$ cat src/rtl/lane_serializer.sv
// Per-lane parallel-to-serial stage: one-entry holding register feeding an LSB-first shifter,
// with gap-free back-to-back symbols and optional idle-symbol fill on underrun.
module lane_serializer #(
  parameter int                      SYMBOL_WIDTH = 10,
  parameter bit                      IDLE_FILL    = 1'b0,
  parameter logic [SYMBOL_WIDTH-1:0] IDLE_SYMBOL  = 10'h17C,
  parameter int                      CNT_WIDTH    = 16
) (
  input  logic                    clk_i,
  input  logic                    rst_i,
  input  logic                    enable_i,
  input  logic [SYMBOL_WIDTH-1:0] symbol_i,
  input  logic                    symbol_valid_i,
  output logic                    symbol_ready_o,
  output logic                    lane_bit_o,
  output logic                    lane_bit_valid_o,
  output logic                    underrun_o,
  output logic [CNT_WIDTH-1:0]    symbol_count_o
);

  localparam int            BW   = $clog2(SYMBOL_WIDTH);
  localparam logic [BW-1:0] LAST = BW'(SYMBOL_WIDTH - 1);

  typedef enum logic {IDLE, SHIFT} state_t;

  state_t                  state_q, state_d;
  logic [SYMBOL_WIDTH-1:0] hold_q, hold_d;
  logic                    hold_valid_q, hold_valid_d;
  logic [SYMBOL_WIDTH-1:0] shift_q, shift_d;
  logic [BW-1:0]           bit_cnt_q, bit_cnt_d;
  logic [CNT_WIDTH-1:0]    count_q, count_d;
  logic                    underrun_q, underrun_d;
  logic                    accept, load_data;

  assign symbol_ready_o   = enable_i & ~hold_valid_q;
  assign accept           = symbol_valid_i & symbol_ready_o;
  assign lane_bit_o       = shift_q[0];
  assign lane_bit_valid_o = (state_q == SHIFT);
  assign underrun_o       = underrun_q;
  assign symbol_count_o   = count_q;

  always_comb begin
    state_d      = state_q;
    hold_d       = hold_q;
    hold_valid_d = hold_valid_q;
    shift_d      = shift_q;
    bit_cnt_d    = bit_cnt_q;
    count_d      = count_q;
    underrun_d   = 1'b0;
    load_data    = 1'b0;

    // accept and load are exclusive: ready is low whenever the holding register is full
    if (accept) begin
      hold_d       = symbol_i;
      hold_valid_d = 1'b1;
    end

    case (state_q)
      IDLE: begin
        if (hold_valid_q && enable_i) load_data = 1'b1;
      end
      SHIFT: begin
        shift_d   = shift_q >> 1;
        bit_cnt_d = bit_cnt_q + 1'b1;
        if (bit_cnt_q == LAST) begin
          bit_cnt_d = '0;
          if (hold_valid_q && enable_i) begin
            load_data = 1'b1;
          end else if (IDLE_FILL && enable_i) begin
            shift_d    = IDLE_SYMBOL;
            underrun_d = 1'b1;
          end else begin
            state_d = IDLE;
          end
        end
      end
      default: state_d = IDLE;
    endcase

    if (load_data) begin
      shift_d      = hold_q;
      hold_valid_d = 1'b0;
      bit_cnt_d    = '0;
      count_d      = count_q + 1'b1;
      state_d      = SHIFT;
    end
  end

  always_ff @(posedge clk_i or posedge rst_i) begin
    if (rst_i) begin
      state_q      <= IDLE;
      hold_q       <= '0;
      hold_valid_q <= 1'b0;
      shift_q      <= '0;
      bit_cnt_q    <= '0;
      count_q      <= '0;
      underrun_q   <= 1'b0;
    end else begin
      state_q      <= state_d;
      hold_q       <= hold_d;
      hold_valid_q <= hold_valid_d;
      shift_q      <= shift_d;
      bit_cnt_q    <= bit_cnt_d;
      count_q      <= count_d;
      underrun_q   <= underrun_d;
    end
  end

endmodule

$ cat config.mk
export PLATFORM = sky130hd
export DESIGN_NAME = lane_serializer
export DESIGN_NICKNAME = d
export VERILOG_FILES = /design/src/rtl/lane_serializer.sv
export SDC_FILE = /design/constraint.sdc
export NUM_CORES = 1
export LEC_CHECK = 0
export CAP_MARGIN = 0
export CORE_MARGIN = 2
export CORE_UTILIZATION = 53
export CTS_BUF_LIST = sky130_fd_sc_hd__clkbuf_4
export CTS_CLUSTER_DIAMETER = 150
export CTS_CLUSTER_SIZE = 12
export DETAILED_ROUTE_END_ITERATION = 10
export PLACE_DENSITY = 0.85
export SKIP_CTS_REPAIR_TIMING = 1
export SYNTH_ARGS = -nofsm -noshare
export SYNTH_HDL_FRONTEND = slang
export SYNTH_SLANG_ARGS = --single-unit
$ cat constraint.sdc
create_clock -name clk_i -period 2.2 [get_ports clk_i]
set_input_delay 0.22 -clock clk_i [delete_from_list [all_inputs] [get_ports clk_i]]
set_output_delay 0.22 -clock clk_i [all_outputs]
set_load 0.005 [all_outputs]
* Word level (Yosys, flattened, before mapping)
Cells that the tools add are included.
W data, S select, Z words.
** Storage, ports and cells
- Word-level logic and storage cells :: 29
- Input port bits :: 14
- Flip-flop bits (word level) :: 42
** Operators by class
- Equality and inequality tests :: 1
- Muxes and demuxes :: 13
- $add $sub $neg :: 2
- Bitwise operators :: 4
- Reductions and logical operators :: 3
** Operator list (count)
- $mux W10 :: 2
- $add A16 B1 Y16 const B :: 1
- $mux W4 :: 3
- $mux W1 :: 7
- $add A4 B1 Y4 const B :: 1
- $eq A4 B4 Y1 const B :: 1
- $reduce_bool A2 Y1 :: 2
- $and A1 B1 Y1 :: 2
- $not A1 Y1 :: 2
- $pmux W1 S2 :: 1
- $logic_and A1 B1 Y1 :: 1

* Logic depth before layout (Yosys ltp)
- Depth after elaboration :: 5
- Mapped depth :: 7
- Depth with buffers taken out :: 6

* Least setup slack after synthesis
No wires, ideal clock.
- Kind :: reg2reg
- Start point :: reg bit_cnt_q[1]
- End point :: reg count_q[1] (netlist: symbol_count_o[1])
- Required time :: 2.075 ns
- Setup time :: 0.125 ns
- Cell stages (with the launch flop) :: 7
- Path slack :: 0.525 ns
- Data arrival time :: 1.550 ns
- Cell sequence :: dfrtp_1 > inv_1 > ha_1 > nand3b_4 > a21oi_2 > buf_4 > mux2_2
** On the way
- Word-level cells in the longest chain between the ends :: 3
** Ends and longest elaborated chain
- start: declaration :: RTL line 30 : logic [BW-1:0] bit_cnt_q, bit_cnt_d;
- start signal: assignment :: RTL line 103 : bit_cnt_q <= bit_cnt_d;
- $eq A4 B4 Y1 :: RTL line 65 : if (bit_cnt_q == LAST) begin
- $mux W1 :: RTL line 65
- $pmux W1 S2 :: RTL line 58 : case (state_q)
- end signal: assignment :: RTL line 104 : count_q <= count_d;
- end: declaration :: RTL line 31 : logic [CNT_WIDTH-1:0] count_q, count_d;
Every way passes these cells.
A chain may end at the register's enable or synchronous reset.

* Worst setup path in the final report
- Start point :: reg bit_cnt_q[1]
- End point :: reg count_q[8] (netlist: symbol_count_o[8])
The elaborated chain is that of the path after synthesis.

==> results.yml <==
cells_and_area:
  design_area_sq_um: 2300
  finalNonFillerCells: 233
  drive_gt1_share_pct: 13.9
  finish.utilization_pct: 69.0
  nets: 203
  syn2layout_area_growth_pct: 24.8
  num_antenna_cells: 0
route:
  drc: 0
  ant_nets: 0
  drtIter0Drc: 77
  via_per_inst: 5.48
  dr.pass1.iters: 4
  wirelength_um: 3430
  avgRoutedWirePerCell_um: 14.7
  dr_total_vias: 1276
floorplan:
  core_sq_um: 3340
  fp.dieH_um: 63.0
  rows: 21
  fp.dieW_um: 63.0
  start_util_pct: 55.3
  ios: 34
  dieArea_sq_um: 3970
synthesis:
  yosys_warnings: 0
  syn-num-nets: 165
  synthAdderAreaFrac_pct: 2.04
  synth_top_family_by_area: "compound AO/OA/AOI/OAI gates"
  synth_edf_count: 0
  synth.largest_area_cell: "dfrtp_1"
  yosys_most_used_dff: "dfrtp_1"
  syn_area_per_cell_sq_um: 12.5
  synthMuxAreaShare_pct: 6.72
  synth-compound-area-share_pct: 13.6
  synthArstFlopShare_pct: 100
  seq_area_frac_synth_pct: 57.0
  synth_cells: 148
  synth-simple-area-share_pct: 10.9
  synth_area_sq_um: 1840
  ys_types: 28
  synth_xor_area_share_pct: 7.60
  yosys-top-cells-area: "dfrtp_1 57%, mux2_2 6.7%, xnor2_1 5.7%"
  ys_ff_latch: 42
  synth_top_area_share_pct: 57.0
clocking:
  htree_levels: 2
  root_buffer: "clkbuf_4"
  numCtsBuffers: 5
  cts.clk_slew.worst_paths_ns: 0.12
  clkSinkCount: 42
  clock_latency_ns: 0.35
  cts_tree: "yes"
  clock_path_buffers: 2
pwr:
  clkPwrFrac_pct: 22.2
  switching_share_pct: 30.0
  p_int_mw: 1.60
  p_leak_nw: 1.10
  p_per_area_nw_per_um2: 994
  combPwrFrac_pct: 26.0
  power.switching_mw: 0.688
  ir_drop_uv: 669
  total_power_mw: 2.29
  p_seq_share_pct: 51.9
sta:
  setup-tns-final_ns: 0
  setup_viol_count_final: 0
  finalClockSkew_ns: 0.00488
  final_max_slew_viol_count: 0
  period_needed_ns: 1.80
  max_clock_freq_mhz: 555
  finalHoldViolations: 0
  rsz0062_at_grt: "false"
  worstMarginPinSlew_ns: 0.509
  relSlewSlack_pct: 65.9
  min_period_over_period_pct: 81.8
run_status:
  status: "finished, final reports clean"
place:
  dpl.cell_count: 225
  hpwl_um: 2500
  place.gp.congestion: 0.784
  dpl_cell_area_sq_um: 2220
  io_buffers: 32
setup_path:
  cp.required_ns: 2.44
  cp-end-kind: "flop"
  slowest_delay_ns: 0.50
  crit_path_cell_trace: "inv_1 -> ha_1 -> nand3b_4 -> a211oi_1 -> nand3_1 -> xnor2_1"
  crit_path_start_kind: "flop"
  arrival_ns: 2.05
  worstSetupPathType: "flop to flop"
  slowest_stage: "a211oi_1"
  path_max_fanout: 5
global_route:
  grt_pass1_wl_um: 5930
  grt_max_degree: 43
  grt_usage_pct: 19.7
  first_global_vias: 1317
  antenna_found_initial: 0
  overflow: 0
hold_path:
  min-delay-path-class: "primary input to async pin"
flow_run:
  maxCapViolations: 0
==> Yosys cell counts, types with 3 or more instances <==
master   count
dfrtp_1     42
nand2_1     13
xnor2_1     12
a22o_1      11
mux2_2      11
a21o_1      10
nand3_1      9
o21ai_0      4
xor2_1       4
a21oi_1      3
ha_1         3
inv_1        3
nand4_1      3
==> critical path, delay by kind of cell (launching register included) <==
kind	cells	cell delay (ns)
AOI/OAI and AO/OA	1	0.50
xor gates and xnor gates	1	0.16
adders and majority gates	1	0.23
buffers and inverters	1	0.07
DFF	1	0.43
and+or+nand+nor	2	0.31
==> per-stage QoR <==
stage / hold WS, ns / setup slack [ns]
2_1_floorplan: 0.359 / 0.525
3_3_place_gp: 0.463 / 0.320
3_5_place_dp: 0.471 / 0.237
4_1_cts: 0.296 / 0.397
5_1_grt: 0.335 / 0.260
6_report: 0.282 / 0.400
==> cell families (layout without fill, tap and decap cells) <==
| logic type | after synthesis | count (layout) |
|---|---|---|
| adder cells (fa/ha/maj) | 3 | 3 |
| buffers and inverters | 7 | 46 |
| AND/OR/NAND/NOR | 37 | 37 |
| multiplexers | 11 | 11 |
| AO/OA/AOI/OAI | 31 | 31 |
| XOR/XNOR | 16 | 16 |
| other | 1 | 1 |
| flip-flops | 42 | 42 |
==> state kept, by name, indices dropped and copies added, names as in the netlist <==
register / flops
bit_cnt_q: 4
hold_valid_q: 1
shift_q: 10
symbol_count_o: 16
lane_bit_valid_o: 1
hold_q: 10
==> per-layer routing <==
layer | global-route usage [%] | routed length (um) | vias up | part of all wire (%)
met1 | 22.2 | 1470 | 644 | 43
li1 | - | - | 596 | -
met4 | 6.39 | 55 | 0 | 1.6
met3 | 7.39 | 166 | 6 | 4.8
met2 | 34.2 | 1740 | 30 | 51
met5 | 0 | 0 | - | 0
==> path summary, 6_finish.rpt <==
kind                                                     start                             end  slack, ns  depth (start not counted)
worst max register to register        bit_cnt_q[1]$_DFFE_PP0P_   symbol_count_o[8]$_DFFE_PP0P_       0.40                          6
min in group clk_i                                 symbol_i[7]           hold_q[7]$_DFFE_PP0P_       0.47                          2
max in group asynchronous                                rst_i          shift_q[9]$_DFFE_PP0P_       1.57                          3
worst max-delay path                  bit_cnt_q[1]$_DFFE_PP0P_   symbol_count_o[8]$_DFFE_PP0P_       0.40                          6
worst min register to register  symbol_count_o[15]$_DFFE_PP0P_  symbol_count_o[15]$_DFFE_PP0P_       0.49                          1
worst min-delay path                                     rst_i          shift_q[2]$_DFFE_PP0P_       0.28                          3
==> layout by cell type, fill, tap and decap left out, drive strengths merged, types with 4 or more instances in the layout <==
master and count:
xor2 4, clkdlybuf4s50 32, a22o 11, mux2 11, a21oi 4, clkbuf 7
xnor2 12, o21ai 4, nand2 13, nand3 9, a21o 10, dfrtp 42
==> power by group through the flow <==
stage / sequential, mW / combinational, mW / clock (mW)
4_1_cts: 1.18 / 0.606 / 0.520
5_1_grt: 1.21 / 0.656 / 0.555
3_3_place_gp: 1.17 / 0.563 / 0
2_1_floorplan: 1.14 / 0.424 / 0
6_report: 1.19 / 0.594 / 0.508
3_5_place_dp: 1.20 / 0.601 / 0
==> final cells by class <==
| class | instances | area (sq um) |
|---|---|---|
| Fill cell | 270 | 1030 |
| Sequential cell | 42 | 1050 |
| Clock inverter | 1 | 30.0 |
| Multi-Input combinational cell | 99 | 757 |
| Inverter | 3 | 11.3 |
| Tap cell | 46 | 57.6 |
| Timing Repair Buffer | 35 | 343 |
| Clock buffer | 7 | 52.6 |
No activity file was read; power rests on OpenSTA's default activity.
